<file path="src/rtl/frame_sequencer.sv">
// Multi-channel frame load sequencer: on a start command edge, waits for all enabled
// reader/writer channels to be ready and issues one-cycle load strobes per frame.
module frame_sequencer #(
  parameter int              NCH       = 2,
  parameter int              CNT_W     = 16,
  parameter int              TO_W      = 24,
  parameter logic [TO_W-1:0] TIMEOUT   = 24'hFFFFFF,
  parameter logic [31:0]     CMD_START = 32'h1,
  parameter logic [31:0]     CMD_STOP  = 32'h2
) (
  input  logic             fclk,
  input  logic             rst,
  input  logic [31:0]      mmio_cmd,
  input  logic [NCH-1:0]   chan_en,
  input  logic [CNT_W-1:0] frame_count,
  input  logic [NCH-1:0]   rd_frame_ready,
  input  logic [NCH-1:0]   wr_frame_ready,
  output logic [NCH-1:0]   load_addr,
  output logic             busy,
  output logic             done,
  output logic             timeout_err,
  output logic [CNT_W-1:0] frames_done,
  output logic [2:0]       state_dbg
);

  typedef enum logic [1:0] {S_IDLE = 2'd0, S_WAIT = 2'd1, S_LOAD = 2'd2, S_DRAIN = 2'd3} state_e;

  localparam logic [TO_W-1:0] TO_LAST = TO_W'(TIMEOUT - 1'b1);

  state_e           state_q, state_d;
  logic             start_q, stop_q, stop_pend_q, stop_pend_d;
  logic [NCH-1:0]   en_l_q, en_l_d, load_addr_q, load_addr_d;
  logic [CNT_W-1:0] fc_l_q, fc_l_d, frames_done_q, frames_done_d, fd_inc;
  logic             done_q, done_d, timeout_err_q, timeout_err_d;
  logic [TO_W-1:0]  to_cnt_q, to_cnt_d;
  logic             match_start, match_stop, start_edge, stop_edge, all_rdy, to_hit;

  always_comb begin
    match_start   = (mmio_cmd == CMD_START);
    match_stop    = (mmio_cmd == CMD_STOP);
    start_edge    = match_start & ~start_q;
    stop_edge     = match_stop & ~stop_q;
    all_rdy       = &((rd_frame_ready & wr_frame_ready) | ~en_l_q);
    to_hit        = (TIMEOUT != '0) && (to_cnt_q == TO_LAST);
    fd_inc        = frames_done_q + CNT_W'(1);

    state_d       = state_q;
    en_l_d        = en_l_q;
    fc_l_d        = fc_l_q;
    frames_done_d = frames_done_q;
    done_d        = done_q;
    timeout_err_d = timeout_err_q;
    stop_pend_d   = stop_pend_q | (stop_edge && state_q != S_IDLE);

    case (state_q)
      S_IDLE: if (start_edge && |chan_en) begin
        en_l_d        = chan_en;
        fc_l_d        = frame_count;
        frames_done_d = '0;
        done_d        = 1'b0;
        timeout_err_d = 1'b0;
        stop_pend_d   = 1'b0;
        state_d       = S_WAIT;
      end
      S_WAIT: begin
        if (stop_pend_q)  state_d = S_DRAIN;
        else if (all_rdy) state_d = S_LOAD;
        else if (to_hit) begin
          timeout_err_d = 1'b1;
          state_d       = S_IDLE;
        end
      end
      S_LOAD: begin
        frames_done_d = fd_inc;
        if (stop_pend_q || (fc_l_q != '0 && fd_inc == fc_l_q)) state_d = S_DRAIN;
        else                                                   state_d = S_WAIT;
      end
      S_DRAIN: begin
        if (all_rdy) begin
          done_d  = 1'b1;
          state_d = S_IDLE;
        end else if (to_hit) begin
          timeout_err_d = 1'b1;
          state_d       = S_IDLE;
        end
      end
      default: state_d = S_IDLE;
    endcase

    if (state_d == S_IDLE) stop_pend_d = 1'b0;

    // Saturating wait counter, restarted on every state change
    to_cnt_d = to_cnt_q;
    if (state_d != state_q) to_cnt_d = '0;
    else if ((state_q == S_WAIT || state_q == S_DRAIN) && to_cnt_q != '1) to_cnt_d = to_cnt_q + TO_W'(1);

    load_addr_d = (state_d == S_LOAD) ? en_l_d : '0;
  end

  always_ff @(posedge fclk) begin
    if (rst) begin
      state_q       <= S_IDLE;
      start_q       <= 1'b0;
      stop_q        <= 1'b0;
      stop_pend_q   <= 1'b0;
      en_l_q        <= '0;
      fc_l_q        <= '0;
      frames_done_q <= '0;
      done_q        <= 1'b0;
      timeout_err_q <= 1'b0;
      to_cnt_q      <= '0;
      load_addr_q   <= '0;
    end else begin
      state_q       <= state_d;
      start_q       <= match_start;
      stop_q        <= match_stop;
      stop_pend_q   <= stop_pend_d;
      en_l_q        <= en_l_d;
      fc_l_q        <= fc_l_d;
      frames_done_q <= frames_done_d;
      done_q        <= done_d;
      timeout_err_q <= timeout_err_d;
      to_cnt_q      <= to_cnt_d;
      load_addr_q   <= load_addr_d;
    end
  end

  assign load_addr   = load_addr_q;
  assign busy        = (state_q != S_IDLE);
  assign done        = done_q;
  assign timeout_err = timeout_err_q;
  assign frames_done = frames_done_q;
  assign state_dbg   = {1'b0, state_q};

endmodule

</file>
<file path="config.mk">
export PLATFORM = sky130hd
export DESIGN_NAME = frame_sequencer
export DESIGN_NICKNAME = d
export VERILOG_FILES = /design/src/rtl/frame_sequencer.sv
export SDC_FILE = /design/constraint.sdc
export NUM_CORES = 1
export LEC_CHECK = 0
export ABC_CLOCK_PERIOD_IN_PS = 7050
export BUFFER_PORTS_ARGS = -buffer_cell sky130_fd_sc_hd__buf_2
export CAP_MARGIN = 15
export CORE_MARGIN = 5
export CORE_UTILIZATION = 35
export CTS_CLUSTER_DIAMETER = 150
export CTS_CLUSTER_SIZE = 28
export DETAILED_ROUTE_END_ITERATION = 10
export HOLD_SLACK_MARGIN = 0.15
export PLACE_DENSITY = 0.61
export SETUP_SLACK_MARGIN = 0.1
export SYNTH_ARGS = -nofsm -noshare
export SYNTH_HDL_FRONTEND = slang
export SYNTH_SLANG_ARGS = --single-unit
</file>
<file path="constraint.sdc">
create_clock -name fclk -period 7.05 [get_ports fclk]
set_input_delay 0.3525 -clock fclk [delete_from_list [all_inputs] [get_ports fclk]]
set_output_delay 0.3525 -clock fclk [all_outputs]
set_load 0.03 [all_outputs]
</file>
# Yosys cells after proc, flatten, opt, wreduce, memory -nomap -nowiden
# Index checks and enable logic that the tools add are counted.
# word_totals
register_bits,67
elab_cells,77
# op_classes
eq_ne,13
n_bitwise,9
reduce_logical,22
add_sub_neg,2
muxes,20
# op_table
operator,count
$eq 32x1->1 const B,1
$eq 32x2->1 const B,1
$pmux 16 s2,1
$add 24x1->24 const B,1
$eq 24x24->1 const B,1
$ne 24x24->1 const B,1
$add 16x1->16 const B,1
$eq 16x16->1,1
$mux 16,1
$mux 2,8
$reduce_bool 16->1,1
$pmux 2 s4,1
$reduce_or 2->1,4
$mux 1,7
$eq 2x2->1 const B,3
$ne 2x2->1 const B,3
$reduce_and 2->1,3
$reduce_and 3->1,2
$reduce_bool 2->1,3
$logic_and 1x1->1,4
$logic_not 2->1,2
$not 1->1,3
$pmux 1 s3,1
$reduce_bool 3->1,1
9 further kinds,11

# Logic depth before layout (Yosys ltp)
# depth
word_depth,9
ltp_mapped,11
depth_no_buf,8

# Worst setup path after synthesis
# Ideal clock, no wire load.
# synth_timing
path_kind,register to register
start,"register frames_done_q[0], in the netlist frames_done[0]"
end,"register load_addr_q[0], in the netlist load_addr[0]"
slack_ns,4.438
setup_time_ns,0.060
path_stages_with_launch,9
n_path_buf,0
arrival_time_ns,2.552
period_less_slack_ns,2.612
path_cell_list,dfxtp_1 ha_1 nand3_1 nor4_2 nor3b_1 nor4_2 o2111ai_1 a2111oi_4 and3_1
# synth_via
elab_chain_len,9
# synth_rtl
item,line_no,source
start: declaration,33,"logic [CNT_W-1:0] fc_l_q, fc_l_d, frames_done_q, frames_done_d, fd_inc;"
start signal: assignment,120,frames_done_q <= frames_done_d;
$add 16x1->16,45,fd_inc = frames_done_q + CNT_W'(1);
$eq 16x16->1,75,if (stop_pend_q || (fc_l_q != '0 && fd_inc == fc_l_q)) state_d = S_DRAIN;
$logic_and 1x1->1,75,
$logic_or 1x1->1,75,
$mux 2,75,
$pmux 2 s4,55,case (state_q)
$eq 2x2->1,97,load_addr_d = (state_d == S_LOAD) ? en_l_d : '0;
$not 1->1 (no line),-,
$reduce_or 2->1 (no line),-,
end signal: assignment,124,load_addr_q <= load_addr_d;
end: declaration,32,"logic [NCH-1:0] en_l_q, en_l_d, load_addr_q, load_addr_d;"
# Every way passes these cells.
# A chain may end at the register's enable or synchronous reset.

# Final worst setup path
# layout_timing
start,"register frames_done_q[0], in the netlist frames_done[0]"
end,"register load_addr_q[1], in the netlist load_addr[1]"
# The elaborated chain is that of the path after synthesis.

==> results.yml <==
status:
  status: "complete, no violations"
yosys:
  synth.most_common_cell: "nor2_1"
  synthAdderAreaFrac: 0.0102
  synth_cell_types: 60
  synthFlopType: "dfxtp_1"
  synth_compound_area_frac: 0.128
  yosys.area_share.simple: 0.300
  async_flop_share: 0
  synth_area_leaders: "dfxtp_1 36%, nor2_1 8.1%, mux2i_1 5.4%"
  synth_nets: 501
  synth.largest_area_cell: "dfxtp_1"
  synth_top_family_by_area: "simple AND/OR/NAND/NOR gates"
  synth_seq_cells: 67
  avgSynthCellArea_um2: 8.33
  yosys-top-cells-count: "79 x nor2_1, 67 x dfxtp_1, 27 x nand2_1"
  yosysWarningCount: 0
  netlist_area_um2: 3680
  yosysTopAreaCellShare: 0.364
  yosysSeqAreaShare: 0.364
  synth-edff-count: 0
  yosys-mux-area-fraction: 0.0544
  synthXorXnorAreaFrac: 0.0873
  synthCells: 442
final_layout:
  layout-drive-gt1-share: 0.208
  regArea_um2: 1340
  final_area_um2: 4320
  num-fill-cells: 1078
  area_growth_pct: 17.2
  fin_nets: 569
  multiInputGateArea_um2: 2150
  n_antenna_cell: 0
critical_path:
  crit_chain: "ha_1 -> nand3_1 -> nor4_2 -> mux2i_1 -> and4_1 -> o2111ai_1 -> a2111oi_4 -> and3_1"
  crit_family: "simple AND/OR/NAND/NOR gates"
  cp-end-kind: "flop"
  worstPathArrival_ps: 3290
  crit_slowest_cell: "nor4_2"
  critPathBufInv: 0
  worst-path-max-fanout: 12
  path_class: "reg -> reg"
  worstPathRequired_ps: 7340
  max_stage_delay_ps: 530
  start_kind: "flop"
placed_design:
  numPortBuffers: 78
  placed_cell_area_um2: 4110
  place_hpwl_um: 6880
  place.gp.congestion: 0.885
grt:
  grt_usage: 0.153
  grt_pass1_wl_um: 15900
  grt_pass1_vias: 3298
  use_met1: 0.198
  antenna_found_initial: 0
  gr-total-overflow: 0
  grt_use_met3: 0.0270
  use_met2: 0.244
  grt_max_degree: 42
  busiest_layer: "met2"
timing:
  fin_crit_sh: 0.426
  max_freq_mhz: 333
  hold_viol: 0
  grt_setup_unrepaired: "no"
  worst-slew-pin-transition_ps: 980
  finalSetupViolations: 0
  drv_slew: 0
  setup_tns_ps: 0
  whs_ps: 240
  relSlewSlack: 0.347
  fin_skew_ps: 7.78
  finalCriticalPeriod_ps: 3000
hold_path:
  hp-class: "in -> reg"
clock_tree:
  cts_tree: "built"
  cts_setup_buffers: 0
  cts_root_buf: "clkbuf_8"
  postCtsHoldBufs: 0
  clockBufferDepth: 2
  clk_pin_slew_ps: 70
  cts_sinks: 67
  cts_resized: 0
  cts_inserted_buffers: 9
  htreeDepth: 3
  insertion_delay_ps: 350
floorplan:
  rows: 37
  io_pins: 80
  die-width_um: 113
  die_y_um: 113
  core_um2: 10300
  die_area_um2: 12700
  start_util: 0.358
routing:
  num_vias: 3415
  route.detailed.drc: 0
  wirelength_um: 9470
  vias_per_cell: 5.25
  drtAntennaViolNets: 0
  wl_per_cell_um: 14.5
  drt_iter0_drc: 157
  first_pass_iters: 4
power_and_ir_drop:
  powerDensity_nw_per_um2: 174
  clockPowerShare: 0.463
  p_comb_frac: 0.033
  seq_power_share: 0.504
  leakagePower_nw: 1.61
  p_switching_w: 0.000160
  p_sw_frac: 0.213
  peakVddDrop_uv: 97.8
  p_int_w: 0.000591
job:
  max_cap_viol_count: 0
## cells by family (layout without fill, tap and decap cells)
logic type | count (synthesis) | after routing
other cells | 1 | 1
simple gates | 210 | 210
mux | 20 | 20
flops | 67 | 67
buf+inv | 34 | 107
compound gates | 72 | 72
xor+xnor | 35 | 35
fa+ha+maj | 3 | 3
## final cells by class
cell class	instances	share of cell area
repair buffers	80	0.0939
well taps	136	0.0394
clock inverters	4	0.0171
inverters	11	0.00957
multi-input cells	341	0.498
flip-flops and latches	67	0.311
clock buffers	12	0.0313
## cells in the final DEF, fill, tap and decap left out, types with 3 or more instances in the layout
master / n
xor2_1: 15
a211oi_1: 4
ha_1: 3
xnor2_1: 19
and3_1: 8
inv_1: 11
nand3_1: 13
nand4b_1: 3
mux2i_1: 20
o22ai_1: 3
buf_2: 78
nand4_1: 12
a21boi_0: 3
a21oi_1: 24
nor4_1: 17
o21ai_0: 16
dfxtp_1: 67
nand2b_1: 7
clkbuf_8: 9
nand2_1: 27
o2111ai_1: 3
nor2_1: 79
or3_1: 4
or2_2: 3
clkbuf_1: 3
nor2b_1: 6
or4_1: 4
nor3_1: 13
## state kept, by name, summed over array words and instances (netlist names)
register and count:
to_cnt_q 24, fc_l_q 16, frames_done 16, en_l_q 2, load_addr 2, state_q 2
done 1, start_q 1, stop_pend_q 1, stop_q 1, timeout_err 1
## power groups by stage
stage / sequential, W / clock [W] / combinational (W)
4_1_cts: 0.000378 / 0.000355 / 0.0000256
5_1_grt: 0.000378 / 0.000373 / 0.0000281
2_1_floorplan: 0.000387 / 0 / 0.00000815
3_3_place_gp: 0.000387 / 0 / 0.0000250
6_report: 0.000378 / 0.000347 / 0.0000251
3_5_place_dp: 0.000387 / 0 / 0.0000255
## final timing paths
check | start | endpoint | slack [ps] | cells past startpoint
max | frames_done[0] | load_addr[1] | 4050 | 8
min reg2reg | to_cnt_q[13] | to_cnt_q[13] | 510 | 2
max reg2reg | frames_done[0] | load_addr[1] | 4050 | 8
min | frame_count[14] | fc_l_q[14] | 240 | 3
## metrics by stage
step	total power (W)	worst slack (ps)	std cells	utilization
global placement	0.000412	4220	635	0.400
global route	0.000779	3850	651	0.420
finish	0.000750	4050	651	0.420
detailed placement	0.000412	4070	635	0.400
CTS	0.000759	4050	651	0.420
floorplan	0.000395	4440	442	-
## worst reg2reg max path, stage by stage, from the launching register on
cell and delay (ps):
dfxtp_1 500, ha_1 310, nand3_1 350, nor4_2 540
mux2i_1 240, and4_1 210, o2111ai_1 190, a2111oi_4 420
and3_1 200
## layer usage
metal  routed length, um  up-vias  share of wire
met2                4280      116           0.45
met1                4340     1571           0.46
li1                    -     1716              -
met5                   0        -              0
met4                 225        0          0.024
met3                 617       12          0.065
Power figures use the tool's default switching activity.
